[src/rtl/cpu_pkg.sv]
// Shared types and constants for the fetch/execute front end.
package cpu_pkg;

  localparam int unsigned INSTR_W  = 32;
  localparam int unsigned OFFSET_W = 16;
  localparam int unsigned JIDX_W   = 26;

  // Bubble encoding: sll $0,$0,0
  localparam logic [INSTR_W-1:0] NOP_INSTR = 32'h0000_0000;

  typedef enum logic [1:0] {
    REDIR_NONE = 2'b00,
    REDIR_BR   = 2'b01,
    REDIR_J    = 2'b10,
    REDIR_JR   = 2'b11
  } redir_kind_e;

  typedef enum logic [1:0] {
    BOOT = 2'b00,
    RUN  = 2'b01,
    HALT = 2'b10
  } seq_state_e;

endpackage

[src/rtl/fetch_sequencer_if.sv]
// Instruction-memory, redirect and FETCH->EX signals of the fetch sequencer.
interface fetch_sequencer_if
  import cpu_pkg::*;
#(
  parameter int unsigned PC_WIDTH = 12
);

  logic [PC_WIDTH-1:0] imem_addr;
  logic [INSTR_W-1:0]  imem_rdata;
  logic                stall_i;
  logic                halt_i;
  redir_kind_e         redir_kind_i;
  logic [OFFSET_W-1:0] br_offset_i;
  logic [JIDX_W-1:0]   j_index_i;
  logic [31:0]         jr_target_i;
  logic [INSTR_W-1:0]  instr_ex;
  logic [PC_WIDTH-1:0] pc_ex;
  logic                valid_ex;
  logic                halted;
  logic [31:0]         retired_cnt;

  // Sequencer side
  modport master (
    output imem_addr, instr_ex, pc_ex, valid_ex, halted, retired_cnt,
    input  imem_rdata, stall_i, halt_i, redir_kind_i, br_offset_i,
           j_index_i, jr_target_i
  );

  // Memory / execute-stage side
  modport slave (
    input  imem_addr, instr_ex, pc_ex, valid_ex, halted, retired_cnt,
    output imem_rdata, stall_i, halt_i, redir_kind_i, br_offset_i,
           j_index_i, jr_target_i
  );

endinterface

[src/rtl/pc_target_calc.sv]
// Redirect target for the instruction currently in EX; all arithmetic wraps mod 2**PC_WIDTH.
module pc_target_calc
  import cpu_pkg::*;
#(
  parameter int unsigned PC_WIDTH = 12
) (
  input  logic [PC_WIDTH-1:0] pc_ex,
  input  redir_kind_e         kind,
  input  logic [OFFSET_W-1:0] br_offset,
  input  logic [JIDX_W-1:0]   j_index,
  input  logic [31:0]         jr_target,
  output logic [PC_WIDTH-1:0] target_c
);

  logic [31:0] off_sext;

  assign off_sext = {{(32 - OFFSET_W){br_offset[OFFSET_W-1]}}, br_offset};

  // Select target by redirect kind; JR drops the byte-offset bits
  always_comb begin
    target_c = pc_ex;
    case (kind)
      REDIR_BR: target_c = pc_ex + PC_WIDTH'(1) + PC_WIDTH'(off_sext);
      REDIR_J:  target_c = PC_WIDTH'(j_index);
      REDIR_JR: target_c = PC_WIDTH'(jr_target >> 2);
      default:  target_c = pc_ex;
    endcase
  end

endmodule

[src/rtl/fetch_sequencer.sv]
// Program counter, FETCH->EX pipeline register and retire counter of the two-stage core.
module fetch_sequencer #(
  parameter int unsigned PC_WIDTH  = 12,
  parameter logic [31:0] NOP_INSTR = cpu_pkg::NOP_INSTR
) (
  input  logic               clk,
  input  logic               rst,
  fetch_sequencer_if.master  bus
);

  import cpu_pkg::*;

  seq_state_e          state;
  logic [PC_WIDTH-1:0] pc_fetch;
  logic [INSTR_W-1:0]  instr_ex;
  logic [PC_WIDTH-1:0] pc_ex;
  logic                valid_ex;
  logic                halted;
  logic [31:0]         retired_cnt;
  logic [PC_WIDTH-1:0] target_c;

  // Redirect target for the instruction in EX
  pc_target_calc #(
    .PC_WIDTH (PC_WIDTH)
  ) u_target (
    .pc_ex     (pc_ex),
    .kind      (bus.redir_kind_i),
    .br_offset (bus.br_offset_i),
    .j_index   (bus.j_index_i),
    .jr_target (bus.jr_target_i),
    .target_c  (target_c)
  );

  // Sequencer state, PC, EX register and retire counter
  always_ff @(posedge clk or negedge rst) begin
    if (!rst) begin
      state       <= BOOT;
      pc_fetch    <= '0;
      instr_ex    <= NOP_INSTR;
      pc_ex       <= '0;
      valid_ex    <= 1'b0;
      halted      <= 1'b0;
      retired_cnt <= '0;
    end else begin
      case (state)
        BOOT: begin
          instr_ex <= bus.imem_rdata;
          pc_ex    <= pc_fetch;
          valid_ex <= 1'b1;
          pc_fetch <= pc_fetch + PC_WIDTH'(1);
          state    <= RUN;
        end
        RUN: begin
          if (!bus.stall_i) begin
            if (valid_ex) begin
              retired_cnt <= retired_cnt + 32'd1;
            end
            if (valid_ex && bus.halt_i) begin
              // Halting instruction retires; pipeline drains to a bubble for good
              instr_ex <= NOP_INSTR;
              valid_ex <= 1'b0;
              halted   <= 1'b1;
              state    <= HALT;
            end else if (valid_ex && (bus.redir_kind_i != REDIR_NONE)) begin
              // Squash the sequential fetch; no delay slot
              pc_fetch <= target_c;
              instr_ex <= NOP_INSTR;
              valid_ex <= 1'b0;
            end else begin
              instr_ex <= bus.imem_rdata;
              pc_ex    <= pc_fetch;
              valid_ex <= 1'b1;
              pc_fetch <= pc_fetch + PC_WIDTH'(1);
            end
          end
        end
        HALT: begin
          state <= HALT;
        end
        default: begin
          state <= BOOT;
        end
      endcase
    end
  end

  assign bus.imem_addr   = pc_fetch;
  assign bus.instr_ex    = instr_ex;
  assign bus.pc_ex       = pc_ex;
  assign bus.valid_ex    = valid_ex;
  assign bus.halted      = halted;
  assign bus.retired_cnt = retired_cnt;

endmodule

[src/flat_wrapper.sv]
// flat-port wrapper written by rule: the top's interface ports become plain ports
module fetch_sequencer_flat import cpu_pkg::*;
#(
  parameter int unsigned PC_WIDTH  = 12,
  parameter logic [31:0] NOP_INSTR = cpu_pkg::NOP_INSTR
)
  (clk, rst, bus_imem_addr, bus_instr_ex, bus_pc_ex, bus_valid_ex, bus_halted, bus_retired_cnt, bus_imem_rdata, bus_stall_i, bus_halt_i, bus_redir_kind_i, bus_br_offset_i, bus_j_index_i, bus_jr_target_i);
  fetch_sequencer_if #(.PC_WIDTH(PC_WIDTH)) bus_i ();
  input  logic clk;
  input  logic rst;
  output wire logic [$bits(bus_i.imem_addr)-1:0] bus_imem_addr;
  output wire logic [$bits(bus_i.instr_ex)-1:0] bus_instr_ex;
  output wire logic [$bits(bus_i.pc_ex)-1:0] bus_pc_ex;
  output wire logic [$bits(bus_i.valid_ex)-1:0] bus_valid_ex;
  output wire logic [$bits(bus_i.halted)-1:0] bus_halted;
  output wire logic [$bits(bus_i.retired_cnt)-1:0] bus_retired_cnt;
  input wire logic [$bits(bus_i.imem_rdata)-1:0] bus_imem_rdata;
  input wire logic [$bits(bus_i.stall_i)-1:0] bus_stall_i;
  input wire logic [$bits(bus_i.halt_i)-1:0] bus_halt_i;
  input wire logic [$bits(bus_i.redir_kind_i)-1:0] bus_redir_kind_i;
  input wire logic [$bits(bus_i.br_offset_i)-1:0] bus_br_offset_i;
  input wire logic [$bits(bus_i.j_index_i)-1:0] bus_j_index_i;
  input wire logic [$bits(bus_i.jr_target_i)-1:0] bus_jr_target_i;
  assign bus_imem_addr = bus_i.imem_addr;
  assign bus_instr_ex = bus_i.instr_ex;
  assign bus_pc_ex = bus_i.pc_ex;
  assign bus_valid_ex = bus_i.valid_ex;
  assign bus_halted = bus_i.halted;
  assign bus_retired_cnt = bus_i.retired_cnt;
  assign bus_i.imem_rdata = bus_imem_rdata;
  assign bus_i.stall_i = bus_stall_i;
  assign bus_i.halt_i = bus_halt_i;
  assign bus_i.redir_kind_i = bus_redir_kind_i;
  assign bus_i.br_offset_i = bus_br_offset_i;
  assign bus_i.j_index_i = bus_j_index_i;
  assign bus_i.jr_target_i = bus_jr_target_i;
  fetch_sequencer #(.PC_WIDTH(PC_WIDTH), .NOP_INSTR(NOP_INSTR)) u_core (.clk(clk), .rst(rst), .bus(bus_i));
endmodule
[config.mk]
export PLATFORM = sky130hd
export DESIGN_NAME = fetch_sequencer_flat
export DESIGN_NICKNAME = d
export VERILOG_FILES = /design/src/rtl/cpu_pkg.sv /design/src/rtl/fetch_sequencer_if.sv /design/src/rtl/pc_target_calc.sv /design/src/rtl/fetch_sequencer.sv /design/src/flat_wrapper.sv
export SDC_FILE = /design/constraint.sdc
export NUM_CORES = 1
export LEC_CHECK = 0
export CAP_MARGIN = 20
export CELL_PAD_IN_SITES_DETAIL_PLACEMENT = 2
export CELL_PAD_IN_SITES_GLOBAL_PLACEMENT = 2
export CORE_UTILIZATION = 25
export CTS_CLUSTER_DIAMETER = 120
export DETAILED_ROUTE_END_ITERATION = 6
export HOLD_SLACK_MARGIN = 0.03
export PLACE_DENSITY = 0.79
export SYNTH_ARGS = -nofsm -noshare
export SYNTH_HDL_FRONTEND = slang
export SYNTH_SLANG_ARGS = --single-unit
export TNS_END_PERCENT = 5
[constraint.sdc]
create_clock -name clk -period 3.2 [get_ports clk]
set_clock_uncertainty 0.15 [all_clocks]
set_input_delay 0.64 -clock clk [delete_from_list [all_inputs] [get_ports clk]]
set_output_delay 0.64 -clock clk [all_outputs]
set_load 0.02 [all_outputs]
==> flow_summary.rst, run 1 <==
.. list-table::
   :header-rows: 1

   * - Metric
     - Value
   * - Run status
     - finished clean
   * - Switching part of the total power
     - 41.5%
   * - Synth Instances
     - 418
   * - Synth Area in Adders
     - 4.52%
   * - Largest net degree at the start of global routing
     - 38
   * - Routed Wire Length
     - 16300 um
   * - Top cell type's share of synthesized area
     - 50.1%
   * - Area of the die
     - 18900 um^2
   * - Power share of the combinational group
     - 52.1%
   * - Area delta synth->final
     - 50.3%
   * - Combinational family with the most area after synthesis
     - compound AO/OA/AOI/OAI gates
   * - Quantity of I/O buffers inserted on ports
     - 163
   * - Number of buffers added for setup after CTS
     - 0
   * - Area share of and/or/nand/nor cells after synthesis
     - 13.6%
   * - Number of hold-repair buffers added at the cts stage
     - 0
   * - Max-capacitance violation count
     - 0
   * - Internal Power
     - 3650 uW
   * - Synth unique cells
     - 51
   * - Async set-or-reset flop fraction in the synthesized netlist
     - 100%
   * - Top achievable clock speed
     - 334 MHz
   * - Starting DRT DRC Count
     - 118
   * - Leading cell types by total area after synthesis
     - dfrtp_1 50%, a22o_1 6.1%, xnor2_1 4.8%
   * - Global route total overflow
     - 0
   * - Largest voltage drop on the vdd net
     - 0.366 mV
   * - Post-layout total power
     - 6240 uW
   * - Final cell utilization of the core
     - 38.4%
   * - Area taken by flip-flops and latches
     - 2300 um^2
   * - Share of the clock period used by the worst path
     - 93.5%
   * - Layout cell share with drive strength beyond 1
     - 11.3%
   * - Detailed placer's ending HPWL
     - 12500 um
   * - Summed instance area of the synthesized netlist
     - 4590 um^2
   * - Net switching power of the design
     - 2590 uW
   * - Detail-routed via count per cell
     - 5.01
   * - Initial Utilization
     - 25.6%
   * - Reg power frac
     - 31.1%
   * - Initial DRT Pass Iterations
     - 4
   * - Global-route usage over all layers
     - 17.8%
   * - Top-Level Pins
     - 202
   * - Multi-input gate area
     - 2200 um^2
   * - Antenna violations before repair
     - 0
   * - Post-synthesis share of cell area spent on xor and xnor gates
     - 6.68%
   * - Number of max-slew violations in the final report
     - 0
   * - Weighted congestion at the end of routability-driven global placement
     - 0.780
   * - Syn nets
     - 546
   * - Placeable core area
     - 18000 um^2
   * - Drt wl/cell
     - 19.6 um
   * - Worst slew margin
     - 60.9%
   * - Count of endpoints failing hold in the final timing report
     - 0
   * - Width of the die
     - 138 um
   * - Most frequently used cell type in the post-synthesis netlist
     - dfrtp_1
   * - CTS tree
     - built
   * - Syn avg cell area
     - 11.0 um^2
   * - Min Tclk post-route
     - 2990 ps
   * - Setup crit end kind
     - flop
   * - Leading post-synthesis cells by instance count
     - 92 x dfrtp_1, 32 x a22o_1, 30 x nand2_1
   * - Startpoint Class
     - primary input
   * - Proportion of synthesized area in mux cells
     - 5.72%
   * - Number of nets at the end of the flow
     - 727
   * - Final setup fails
     - 0
   * - Proportion of synthesized chip area in sequential cells
     - 50.1%
   * - Clock latency at the later pin of the worst-skew pair
     - 350 ps
   * - Vert. Die Dim
     - 138 um
   * - Class of the most critical setup path
     - in2reg
   * - Register clock-pin slew on the reported worst setup and hold paths
     - 70 ps
   * - Synthesis-stage register bit count
     - 92
   * - Top cell type by total area after synthesis
     - dfrtp_1
   * - # DRC
     - 0
   * - Data required time of the critical path
     - 3270 ps
   * - Number of buffers between clock root and the deepest sink
     - 2
   * - CTS Buf Count
     - 9
   * - Number of filler instances in the final layout
     - 1882
   * - Post-detailed-route count of antenna-violating nets
     - 0
   * - Clock share of power
     - 16.8%
   * - Unrepaired setup endpoints after global routing
     - no
   * - Resize count post-CTS
     - 0
   * - Row cnt
     - 49
   * - Wire length of the first global-routing pass
     - 25500 um
   * - Share of the synthesized area in compound gates (AO/OA/AOI/OAI)
     - 17.2%
   * - Worst min path class
     - in2async
   * - Arrival time at the worst endpoint
     - 3070 ps
   * - Root buf cell
     - clkbuf_16
   * - Measured slew at the worst slew-check pin
     - 581 ps
   * - Leakage
     - 0.00289 uW
   * - Post-synth EDFFs
     - 0
   * - Critical path fanouts, max
     - 2
   * - Power per unit of standard cell area
     - 904 nW/um^2
   * - Total placed cells including tap cells
     - 817
   * - Count of antenna diodes in the layout
     - 0
   * - Number of clock sinks
     - 92
   * - Via count of the first global-routing pass
     - 4704
   * - Depth of the CTS H-tree
     - 3
   * - Final standard cell count with taps included and fillers excluded
     - 833
   * - Via count
     - 4173
   * - Syn. warnings
     - 0
   * - Most used flip-flop cell after synthesis
     - dfrtp_1
-- logic make-up after synthesis --
group                      count (synthesis)
and+or+nand+nor                          117
muxes                                     24
AOI/OAI and AO/OA                        111
xor gates and xnor gates                  35
DFF                                       92
buffers and inverters                     23
adders and majority gates                 16
-- through the flow --
stage | area [um^2] | worst slack, ps | hold slack, ps | setup TNS [ps]
3_3_place_gp | 6620 | -126 | 310 | -126
3_5_place_dp | 6620 | -175 | 328 | -200
4_1_cts | 6900 | 196 | 127 | 0
2_1_floorplan | 4590 | 553 | 194 | 0
6_report | 6900 | 207 | 110 | 0
5_1_grt | 6900 | 76.4 | 136 | 0
-- layout make-up --
cell class | instances | area share, %
clock buffers | 9 | 3.26
clock inverters | 7 | 0.798
repair buffers | 186 | 26.1
well taps | 229 | 4.15
inverters | 7 | 0.381
flip-flops and latches | 92 | 33.4
multi-input cells | 303 | 31.9
-- per-layer routing --
layer / global-route usage [%] / vias to the layer above / share of wire [%]
met5: 0 / - / 0
met4: 5.43 / 0 / 1.7
met3: 4.23 / 21 / 5.1
met2: 31.0 / 112 / 51
met1: 21.4 / 2131 / 42
li1: - / 1909 / -
-- registers in the layout, indices dropped and copies added, names as in the netlist --
register	flops
u_core.bus.valid_ex	1
u_core.state	2
u_core.bus.retired_cnt	32
u_core.bus.imem_addr	12
u_core.bus.instr_ex	32
u_core.bus.halted	1
u_core.bus.pc_ex	12
-- worst max-delay path, cell delays in order --
cell and delay (ps):
clkdlybuf4s50_1 460, inv_1 50, ha_1 220, fa_1 400, nand2b_1 180, a21oi_1 190, o32a_1 250, a41oi_1 160
and4b_1 230, o31a_1 280
-- cells in the final DEF, fill, tap and decap left out, types with 2 or more instances in the layout --
| cell type | synthesis | routed |
|---|---|---|
| clkdlybuf4s50_1 | 0 | 162 |
| dfrtp_1 | 92 | 92 |
| a22o_1 | 32 | 32 |
| nand2_1 | 30 | 30 |
| xnor2_1 | 25 | 25 |
| buf_4 | 0 | 24 |
| a21oi_1 | 23 | 23 |
| nand3_1 | 18 | 18 |
| mux2_2 | 18 | 18 |
| o21ai_0 | 17 | 17 |
| nor2_1 | 17 | 15 |
| ha_1 | 15 | 15 |
| nand4_1 | 10 | 10 |
| xor2_1 | 10 | 10 |
| clkbuf_16 | 0 | 9 |
| inv_1 | 7 | 7 |
| and3_1 | 7 | 7 |
| nand2b_1 | 6 | 6 |
| a21o_1 | 6 | 6 |
| nor4_1 | 6 | 6 |
| mux2i_1 | 6 | 6 |
| o31ai_1 | 5 | 5 |
| nor2b_1 | 4 | 4 |
| nor2_2 | 3 | 4 |
| inv_6 | 0 | 4 |
| and4_1 | 3 | 3 |
| o21a_1 | 3 | 3 |
| o32a_1 | 3 | 3 |
| a211oi_1 | 3 | 3 |
| o22ai_1 | 3 | 3 |
| nor2_4 | 1 | 2 |
| and4b_1 | 2 | 2 |
| a41oi_1 | 2 | 2 |
| o21bai_1 | 2 | 2 |
| o31a_1 | 2 | 2 |
| or3_1 | 2 | 2 |
| a31oi_1 | 2 | 2 |
| and2_1 | 2 | 2 |
| nor3_1 | 2 | 2 |
| clkinvlp_4 | 0 | 2 |
-- power by group through the flow --
stage	Combinational, uW	Sequential, uW	Clock (uW)
after global placement	3140	1920	0
after floorplan	1370	2290	0
after CTS	3300	1940	1090
after detailed placement	3280	1960	0
after global routing	3510	2000	1130
final	3250	1940	1050
-- worst paths after layout --
path	start	cells past startpoint	slack (ps)	endpoint
min in group clk	u_core.bus.retired_cnt[31]$_DFFE_PN0P_	1	330	u_core.bus.retired_cnt[31]$_DFFE_PN0P_
hold reg to reg	u_core.bus.retired_cnt[31]$_DFFE_PN0P_	1	330	u_core.bus.retired_cnt[31]$_DFFE_PN0P_
setup / recovery	bus_br_offset_i[0]	10	210	u_core.bus.imem_addr[10]$_DFFE_PN0P_
hold / removal	rst	1	110	u_core.bus.retired_cnt[12]$_DFFE_PN0P_
setup reg to reg	u_core.state[1]$_DFFE_PN0P_	8	590	u_core.bus.imem_addr[11]$_DFFE_PN0P_
max in group asynchronous	rst	2	2060	u_core.bus.instr_ex[11]$_DFFE_PN0P_
No activity file was read; power rests on OpenSTA's default activity.
==> run 2, diff against run 1 <==
Settings changed: TNS_END_PERCENT 5 to default.
==> results of run 2 <==
Same layout as run 1: the final DEF is identical, and so are final timing and power.
